## src/rtl/pipe_ctrl_pkg.sv

```systemverilog
// Shared definitions for the pipeline controller: stop levels, stall vectors,
// FSM state encodings and stage indices.
package pipe_ctrl_pkg;

  localparam logic STOP   = 1'b1;
  localparam logic NOSTOP = 1'b0;

  // Bit 5 is the wb stage, bit 0 the pc.
  localparam logic [5:0] STALL_NONE = 6'b000000;
  localparam logic [5:0] STALL_LU   = 6'b000111;
  localparam logic [5:0] STALL_MC   = 6'b001111;
  localparam logic [5:0] STALL_MEM  = 6'b011111;

  localparam logic [1:0] ST_IDLE     = 2'd0;
  localparam logic [1:0] ST_MC_BUSY  = 2'd1;
  localparam logic [1:0] ST_MEM_WAIT = 2'd2;

  localparam int STG_PC      = 0;
  localparam int STG_IF_ID   = 1;
  localparam int STG_ID_EXE  = 2;
  localparam int STG_EXE_MEM = 3;
  localparam int STG_MEM_WB  = 4;
  localparam int STG_WB      = 5;

  function automatic logic any_stop(input logic [5:0] vec);
    return |vec;
  endfunction

endpackage

```

## src/rtl/pipe_ctrl_hazard.sv

```systemverilog
// Load-use hazard comparator: flags an ID-stage read of a register that the
// load currently in EX has not yet produced.
module pipe_ctrl_hazard #(
  parameter int RADDR_WIDTH = 5
) (
  input  logic [RADDR_WIDTH-1:0] id_rs1,
  input  logic [RADDR_WIDTH-1:0] id_rs2,
  input  logic                   id_rs1_re,
  input  logic                   id_rs2_re,
  input  logic                   ex_is_load,
  input  logic [RADDR_WIDTH-1:0] ex_rd,
  output logic                   load_use
);

  logic rs1_hit_s;
  logic rs2_hit_s;

  // x0 is hard-wired to zero, so a load targeting it never creates a hazard.
  assign rs1_hit_s = id_rs1_re & (id_rs1 == ex_rd);
  assign rs2_hit_s = id_rs2_re & (id_rs2 == ex_rd);
  assign load_use  = ex_is_load & (ex_rd != {RADDR_WIDTH{1'b0}}) & (rs1_hit_s | rs2_hit_s);

endmodule

```

## src/rtl/pipe_ctrl.sv

```systemverilog
// Central pipeline controller: per-stage stall vector, branch flush, bus
// timeout error and stall-cycle counter for the 5-stage core.
module pipe_ctrl
  import pipe_ctrl_pkg::*;
#(
  parameter int ADDR_WIDTH  = 32,
  parameter int RADDR_WIDTH = 5,
  parameter int MEM_TIMEOUT = 16,
  parameter int CNT_WIDTH   = 32
) (
  input  logic                   clk_i,
  input  logic                   rst_i,
  input  logic [RADDR_WIDTH-1:0] id_rs1_i,
  input  logic [RADDR_WIDTH-1:0] id_rs2_i,
  input  logic                   id_rs1_re_i,
  input  logic                   id_rs2_re_i,
  input  logic                   ex_inst_is_load_i,
  input  logic [RADDR_WIDTH-1:0] ex_rd_i,
  input  logic                   ex_mc_start_i,
  input  logic                   ex_mc_done_i,
  input  logic                   mem_req_i,
  input  logic                   mem_ack_i,
  input  logic                   jump_i,
  input  logic [ADDR_WIDTH-1:0]  jump_addr_i,
  output logic [5:0]             stall_o,
  output logic                   flush_o,
  output logic [ADDR_WIDTH-1:0]  flush_addr_o,
  output logic                   bus_err_o,
  output logic [CNT_WIDTH-1:0]   stall_cnt_o
);

  localparam int WCW = $clog2(MEM_TIMEOUT) + 1;

  logic [1:0]           state_r, state_nxt_s, ret_state_s;
  logic                 pend_mc_r, pend_nxt_s;
  logic                 mc_done_r, done_nxt_s;
  logic [WCW-1:0]       wait_cnt_r, wcnt_nxt_s;
  logic                 bus_err_r, err_nxt_s;
  logic [CNT_WIDTH-1:0] stall_cnt_r;
  logic [5:0]           stall_pre_s;
  logic                 load_use_s, mem_wait_s, timeout_s, flush_s;

  pipe_ctrl_hazard #(.RADDR_WIDTH(RADDR_WIDTH)) u_hazard (
    .id_rs1     (id_rs1_i),
    .id_rs2     (id_rs2_i),
    .id_rs1_re  (id_rs1_re_i),
    .id_rs2_re  (id_rs2_re_i),
    .ex_is_load (ex_inst_is_load_i),
    .ex_rd      (ex_rd_i),
    .load_use   (load_use_s)
  );

  assign mem_wait_s  = mem_req_i & ~mem_ack_i;
  // The wait counter already includes the entry cycle, so this is the last stalled cycle.
  assign timeout_s   = (wait_cnt_r == WCW'(MEM_TIMEOUT - 1));
  assign ret_state_s = (pend_mc_r & ~mc_done_r & ~ex_mc_done_i) ? ST_MC_BUSY : ST_IDLE;

  // FSM next state, raw stall vector and bookkeeping for nested MC/MEM stalls.
  always_comb begin
    stall_pre_s = STALL_NONE;
    state_nxt_s = state_r;
    pend_nxt_s  = pend_mc_r;
    done_nxt_s  = mc_done_r;
    wcnt_nxt_s  = wait_cnt_r;
    err_nxt_s   = 1'b0;
    case (state_r)
      ST_IDLE: begin
        if (mem_wait_s) begin
          stall_pre_s = STALL_MEM;
          state_nxt_s = ST_MEM_WAIT;
          pend_nxt_s  = ex_mc_start_i;
          done_nxt_s  = 1'b0;
          wcnt_nxt_s  = WCW'(1);
        end else if (ex_mc_start_i) begin
          stall_pre_s = STALL_MC;
          state_nxt_s = ST_MC_BUSY;
          pend_nxt_s  = 1'b0;
          done_nxt_s  = 1'b0;
          wcnt_nxt_s  = {WCW{1'b0}};
        end else if (load_use_s) begin
          stall_pre_s = STALL_LU;
        end else begin
          stall_pre_s = STALL_NONE;
        end
      end
      ST_MC_BUSY: begin
        if (mem_wait_s) begin
          stall_pre_s = STALL_MEM;
          state_nxt_s = ST_MEM_WAIT;
          pend_nxt_s  = 1'b1;
          done_nxt_s  = ex_mc_done_i;
          wcnt_nxt_s  = WCW'(1);
        end else if (ex_mc_done_i) begin
          stall_pre_s = STALL_NONE;
          state_nxt_s = ST_IDLE;
        end else begin
          stall_pre_s = STALL_MC;
        end
      end
      ST_MEM_WAIT: begin
        done_nxt_s = mc_done_r | ex_mc_done_i;
        if (mem_ack_i) begin
          stall_pre_s = STALL_NONE;
          state_nxt_s = ret_state_s;
          pend_nxt_s  = 1'b0;
          done_nxt_s  = 1'b0;
          wcnt_nxt_s  = {WCW{1'b0}};
        end else if (timeout_s) begin
          stall_pre_s = STALL_MEM;
          state_nxt_s = ret_state_s;
          pend_nxt_s  = 1'b0;
          done_nxt_s  = 1'b0;
          wcnt_nxt_s  = {WCW{1'b0}};
          err_nxt_s   = 1'b1;
        end else begin
          stall_pre_s = STALL_MEM;
          wcnt_nxt_s  = wait_cnt_r + WCW'(1);
        end
      end
      default: begin
        state_nxt_s = ST_IDLE;
        pend_nxt_s  = 1'b0;
        done_nxt_s  = 1'b0;
        wcnt_nxt_s  = {WCW{1'b0}};
      end
    endcase
  end

  // Output stage: a jump only resolves while EX moves, and it discards the ID instruction.
  always_comb begin
    flush_s = jump_i & (stall_pre_s[STG_EXE_MEM] == NOSTOP);
    if (!rst_i) begin
      stall_o      = STALL_NONE;
      flush_o      = 1'b0;
      flush_addr_o = {ADDR_WIDTH{1'b0}};
    end else if (flush_s) begin
      stall_o      = STALL_NONE;
      flush_o      = 1'b1;
      flush_addr_o = jump_addr_i;
    end else begin
      stall_o      = stall_pre_s;
      flush_o      = 1'b0;
      flush_addr_o = {ADDR_WIDTH{1'b0}};
    end
  end

  // State, wait counter, error pulse and saturating stall counter.
  always_ff @(posedge clk_i or negedge rst_i) begin
    if (!rst_i) begin
      state_r     <= ST_IDLE;
      pend_mc_r   <= 1'b0;
      mc_done_r   <= 1'b0;
      wait_cnt_r  <= {WCW{1'b0}};
      bus_err_r   <= 1'b0;
      stall_cnt_r <= {CNT_WIDTH{1'b0}};
    end else begin
      state_r    <= state_nxt_s;
      pend_mc_r  <= pend_nxt_s;
      mc_done_r  <= done_nxt_s;
      wait_cnt_r <= wcnt_nxt_s;
      bus_err_r  <= err_nxt_s;
      if (any_stop(stall_o) && (stall_cnt_r != {CNT_WIDTH{1'b1}})) begin
        stall_cnt_r <= stall_cnt_r + {{(CNT_WIDTH-1){1'b0}}, 1'b1};
      end
    end
  end

  assign bus_err_o   = bus_err_r;
  assign stall_cnt_o = stall_cnt_r;

endmodule

```

## config.mk

```make
export PLATFORM = sky130hd
export DESIGN_NAME = pipe_ctrl
export DESIGN_NICKNAME = d
export VERILOG_FILES = /design/src/rtl/pipe_ctrl_pkg.sv /design/src/rtl/pipe_ctrl_hazard.sv /design/src/rtl/pipe_ctrl.sv
export SDC_FILE = /design/constraint.sdc
export NUM_CORES = 1
export LEC_CHECK = 0
export CORE_MARGIN = 2
export CORE_UTILIZATION = 42
export DETAILED_ROUTE_END_ITERATION = 7
export PLACE_DENSITY_LB_ADDON = 0.05
export REMOVE_ABC_BUFFERS = 1
export SLEW_MARGIN = 25
export SYNTH_ARGS = -nofsm -noshare
export SYNTH_HDL_FRONTEND = slang
export SYNTH_HIERARCHICAL = 1
export SYNTH_SLANG_ARGS = --single-unit
```

## constraint.sdc

```tcl
create_clock -name clk_i -period 5.8 [get_ports clk_i]
set_input_delay 1.74 -clock clk_i [delete_from_list [all_inputs] [get_ports clk_i]]
set_output_delay 1.74 -clock clk_i [all_outputs]
set_load 0.05 [all_outputs]
```

## Word-level counts from Yosys, hierarchy flattened

Cells that the tools add are included.

| storage, ports and cells | value |
|---|---|
| register bits | 42 |
| bits in latches | 0 |
| bits in writable memories | 0 |
| memory bits (read-only) | 0 |
| input bits | 57 |
| memories | 0 |

| cells by class | value |
|---|---|
| add/sub/neg operators | 2 |
| multiply operators | 0 |
| divide/modulo/power cells | 0 |
| order comparisons | 0 |
| eq/ne operators | 10 |
| shift operators | 0 |
| mux-type cells | 41 |
| bitwise operators | 14 |
| reduce and logical (&&, ||, !) cells | 7 |

Operators by type and width:

| kind | number |
|---|---|
| 32-bit two-way mux | 2 |
| 5-bit two-way mux | 8 |
| 32-bit by 1-bit adder with 32-bit output, second input constant | 1 |
| 32-bit inequality test, second input constant | 1 |
| 5-bit one-hot mux with 3 select lines | 2 |
| 1-bit two-way mux | 15 |
| 2-bit two-way mux | 6 |
| 6-bit two-way mux | 2 |
| 5-bit equality test | 2 |
| 3-bit inequality test, second input constant | 3 |
| 1-bit AND | 8 |
| 4-bit two-way mux | 2 |
| 1-bit one-hot mux with 3 select lines | 2 |
| 2-bit one-hot mux with 3 select lines | 1 |
| 3-bit AND reduction | 2 |
| 6-bit OR reduction | 1 |
| 5-bit by 1-bit adder with 5-bit output, second input constant | 1 |
| 5-bit by 4-bit equality test with 1-bit output, second input constant | 1 |
| 5-bit nonzero test | 1 |
| 1-bit inverter | 4 |
| 3-bit two-way mux | 1 |
| 2-bit by 1-bit equality test with 1-bit output, second input constant | 1 |
| 2-bit equality test, second input constant | 1 |
| 2-bit zero test | 1 |
| other kinds (4) | 5 |

## Logic depth before layout (Yosys ltp)

| depth | value |
|---|---|
| depth after elaboration | 14 |
| mapped depth | 10 |

## Modules after synthesis

Netlist, hierarchy kept.

Modules (own cells, without submodules):

| module | times used | cells an instance | area each (µm²) | seq. area each (µm²) |
|---|---|---|---|---|
| pipe_ctrl | 1 | 276 | 2631.3 | 1051.0 |
| pipe_ctrl_hazard | 1 | 17 | 133.9 | 0.0 |

## Least setup slack after synthesis

OpenSTA, ideal clock, no wires.

| timing path | value |
|---|---|
| path type | input-to-output |
| from | input mem_req_i |
| to | output flush_addr_o[22] |
| arrival | 3821 ps |
| data required time | 4060 ps |
| setup slack | 239 ps |
| cell stages on the path | 6 |
| buffers on the path | 1 |
| cell sequence | nor2b_1 -> a211oi_2 -> a21boi_0 -> o211a_1 -> clkbuf_1 -> and2_1 |

| on the way | value |
|---|---|
| word-level cells in the longest chain between the ends | 7 |
| elaborated cells between the ends (all ways) | 8 |
| classes of those cells | 5 x mux; 3 x bitwise |

RTL lines:

| what | line | RTL |
|---|---|---|
| start, declared | pipe_ctrl.sv:21 | `input logic mem_req_i,` |
| 1-bit AND * | pipe_ctrl.sv:53 | `assign mem_wait_s = mem_req_i & ~mem_ack_i;` |
| 5-bit two-way mux (on tied branches) | pipe_ctrl.sv:87, pipe_ctrl.sv:68 |  |
| 5-bit one-hot mux with 3 select lines * | pipe_ctrl.sv:66 | `case (state_r)` |
| 1-bit inverter * | pipe_ctrl.sv:131 | `flush_s = jump_i & (stall_pre_s[STG_EXE_MEM] == NOSTOP);` |
| 1-bit AND * | pipe_ctrl.sv:131 |  |
| 32-bit two-way mux * | pipe_ctrl.sv:136 | `end else if (flush_s) begin` |
| 32-bit two-way mux * | pipe_ctrl.sv:132 | `if (!rst_i) begin` |
| end, declared | pipe_ctrl.sv:27 | `output logic [ADDR_WIDTH-1:0] flush_addr_o,` |

Every way passes the cells marked *; elsewhere a longest branch is shown, timed or not.

## Worst setup path after layout

| timing path | value |
|---|---|
| from | input mem_req_i |
| to | output flush_addr_o[30] |

Same word-level chain as after synthesis.

==> qor_table.md <==
| Item | Reported | Unit |
| --- | --- | --- |
| Final worst path period share | 0.962 | - |
| Average cell area after synthesis | 9.44 | um^2 |
| Data required time at the worst endpoint | 4.06 | ns |
| Power per Cell Area | 293 | nW/um^2 |
| Fraction of final layout cells sized beyond drive strength 1 | 0.171 | - |
| Design area | 4570 | um^2 |
| Most common cell on crit path | buf_12 | - |
| Element type at the critical path end | primary output | - |
| Final weighted congestion of routability-driven global placement | 0.848 | - |
| Antenna violations before repair | 0 | - |
| Width of the chip | 85.1 | um |
| Worst R2R Path Depth | 9 | - |
| Share of the synthesized area in the top cell type | 0.380 | - |
| Top achievable clock speed | 179 | MHz |
| Startpoint of the most critical hold path | stall_cnt_o[22]$_DFFE_PN0P_ | - |
| Distinct cell type count after synthesis | 46 | - |
| Crit Path Max Fanout | 33 | - |
| Final critical path time including I/O delays and setup | 5.58 | ns |
| Max VDD drop | 0.287 | mV |
| Cell Area, Synth | 2770 | um^2 |
| Number of clock sinks | 42 | - |
| Synth area leader | dfrtp_1 | - |
| Signed area change from the synthesized netlist to the final layout | 65.3 | % |
| Placed cell areas | 4460 | um^2 |
| Total global routing track utilization | 0.229 | - |
| Worst hold path type | flip-flop to flip-flop | - |
| Final worst hold slack | 0.496 | ns |
| Bufs on Longest Clock Path | 2 | - |
| First-pass iteration count of the detailed router | 4 | - |
| Via count normalized by instance count | 5.24 | - |
| Synth top area cells | dfrtp_1 (38%), xnor2_1 (9.5%), and2_1 (8.6%), nand3_2 (3.6%), nand4_1 (3.2%) | - |
| Final slew viol count | 0 | - |
| TritonCTS clock tree | done | - |
| Cell type of the slowest stage on the worst timing path | clkdlybuf4s50_1 | - |
| Nets@finish | 483 | - |
| Prevailing post-synth register cell | dfrtp_1 | - |
| Most common cell after layout, fill and taps aside | clkdlybuf4s50_1 | - |
| Library cell used as clock root buffer | clkbuf_8 | - |
| Largest stage delay on the critical path | 0.47 | ns |
| Number of H-tree levels | 2 | - |
| DRT antenna net count | 0 | - |
| Count of port buffers added during placement | 127 | - |
| Fraction of synthesis flops using an asynchronous set or reset pin | 1.00 | - |
| Number of rows in the core area | 29 | - |
| Number of instances in the synthesized netlist | 293 | - |
| R2R setup slack | 3.22 | ns |
| Number of diodes added for antenna fixing | 0 | - |
| Max-cap violations | 0 | - |
| HPWL after detailed placement | 6.37 | mm |
| Leading cell types in the layout, fill and taps excluded | clkdlybuf4s50_1 (88), dfrtp_1 (42), and2_1 (38) | - |
| Number of post-CTS setup repair buffers | 0 | - |
| Reg-to-Reg End | stall_cnt_o[1]$_DFFE_PN0P_ | - |
| Post-CTS clock slew at the launch and capture registers of the worst setup and hold paths | 0.09 | ns |
| Core Area | 6350 | um^2 |
| Global-route wire length before repair | 13.2 | mm |
| Worst hold path endpoint | stall_cnt_o[22]$_DFFE_PN0P_ | - |
| Share of synthesized area occupied by flip-flops and latches | 0.380 | - |
| Worst clock skew | 0.00838 | ns |
| Total setup violations reported at the end of the flow | 0 | - |
| Detail-routed net length per standard cell | 16.1 | um |
| Chain of cells forming the critical path | clkdlybuf4s50_1 -> nor2b_1 -> a211oi_2 -> a21boi_0 -> o211a_1 -> buf_12 -> and2_1 -> buf_12 | - |
| Initial standard-cell utilization of the core | 0.435 | - |
| Die Y | 85.1 | um |
| Result of the run | finished, final reports clean | - |
| Resized cells post-CTS | 0 | - |
| Data arrival time of the worst path | 3.84 | ns |
| DRC | 0 | - |
| RSZ-0062 raised after global routing | no | - |
| Leakage | 1.86 | nW |
| Total of hold buffers inserted after clock tree synthesis | 0 | - |
| Category of the critical setup timing path | input port to primary output | - |
| Synth Warn # | 6 | - |
| Measured slew at the worst slew-check pin | 0.613 | ns |
| Number of top-level pins | 129 | - |
| Startpoint of the lowest-slack register-to-register path | state_r[0]$_DFFE_PN0P_ | - |
| Final count of hold timing violations | 0 | - |
| Die outline area | 7250 | um^2 |
| Number of enable flip-flop cells after synthesis | 0 | - |
| Nature of the critical path startpoint | input port | - |
| Hold path cells | 1 | - |
| CTS Buf Count | 5 | - |
| Maximum number of pins on one net before global-route repair | 34 | - |
| Latest clock arrival within the worst-skew pair | 0.30 | ns |
| Seq cells post-synth | 42 | - |
| Remaining global-route overflow | 0 | - |
| Vias | 2612 | - |
| Post-detailed-routing wire length | 8.00 | mm |
| Detailed router's first-iteration violation count | 99 | - |
| Number of global-route vias before repair | 2648 | - |
| Relative slew slack | 0.591 | - |
==> final cells by class <==
type                    instances  area, um^2
clock buffers                   5        68.8
clock inverters                 3        43.8
fillers                       481        1780
inverters                       6        22.5
multi-input cells             232        1610
flip-flops and latches         42        1050
well taps                      77        96.3
repair buffers                133        1680
==> power by group <==
| group | switching, W | internal [W] |
|---|---|---|
| Clock | 0.000109 | 0.000129 |
| Sequential | 0.0000436 | 0.000329 |
| Combinational | 0.000423 | 0.000307 |
| Total | 0.000576 | 0.000765 |
==> stage by stage <==
stage	setup WS, ns	TNS [ns]	total power, W	util	std cells
finish	0.220	0	0.00134	0.720	498
floorplan	-1.91	-27.65	0.000776	-	280
detailed placement	0.238	0	0.00111	0.702	490
CTS	0.241	0	0.00134	0.720	498
global placement	0.311	0	0.00109	0.702	490
global route	0.0915	0	0.00141	0.720	498
==> registers in the layout, summed over array words and instances, names as in the netlist <==
register and count:
mc_done_r 1, wait_cnt_r 5, pend_mc_r 1, bus_err_o 1
stall_cnt_o 32, state_r 2
==> worst max-delay path by stage <==
stage,from,to,slack (ns),cells after the start
2_1_floorplan,ex_rd_i[0],stall_o[0],-1.91,7
3_3_place_gp,mem_req_i,flush_addr_o[10],0.31,8
3_5_place_dp,mem_req_i,flush_addr_o[29],0.24,8
4_1_cts,mem_req_i,flush_addr_o[29],0.24,8
5_1_grt,mem_req_i,flush_addr_o[30],0.09,8
6_report,mem_req_i,flush_addr_o[30],0.22,8
==> synthesized netlist by cell type, types with 2 or more instances <==
master and n:
and4_1 6, nor3_1 6, and2_1 38, nand4_1 14
ha_1 6, xor2_1 8, o21ai_0 7, a21oi_1 10
nor2b_1 6, and3_1 10, nand3_2 10, nand2b_1 3
nand2_1 21, mux2i_1 2, o31ai_1 3, xnor2_1 30
or4_4 2, clkbuf_1 7, inv_1 6, mux2_1 3
dfrtp_1 42, nor2_1 12, nand3_1 16, buf_4 3
==> cell families after synthesis <==
logic type | Yosys count | synth area share
flops | 42 | 0.380
mux | 5 | 0.0195
compound gates | 30 | 0.0792
xor+xnor | 38 | 0.120
fa+ha+maj | 6 | 0.0271
other cells | 1 | 0.00136
buf+inv | 19 | 0.0389
simple gates | 152 | 0.333
==> worst max-delay path, delay by kind of cell <==
kind / cells / cell delay [ns]
AOI/OAI and AO/OA: 3 / 0.91
buffers and inverters: 3 / 0.79
and+or+nand+nor: 2 / 0.39
==> layer usage <==
layer,track usage,vias to the layer above,part of all wire
met3,0.0778,17,0.074
met2,0.374,102,0.49
met5,0,-,0
met4,0.0664,0,0.024
li1,-,1268,-
met1,0.289,1225,0.42
Note: power is estimated with default switching activity, not from simulation.
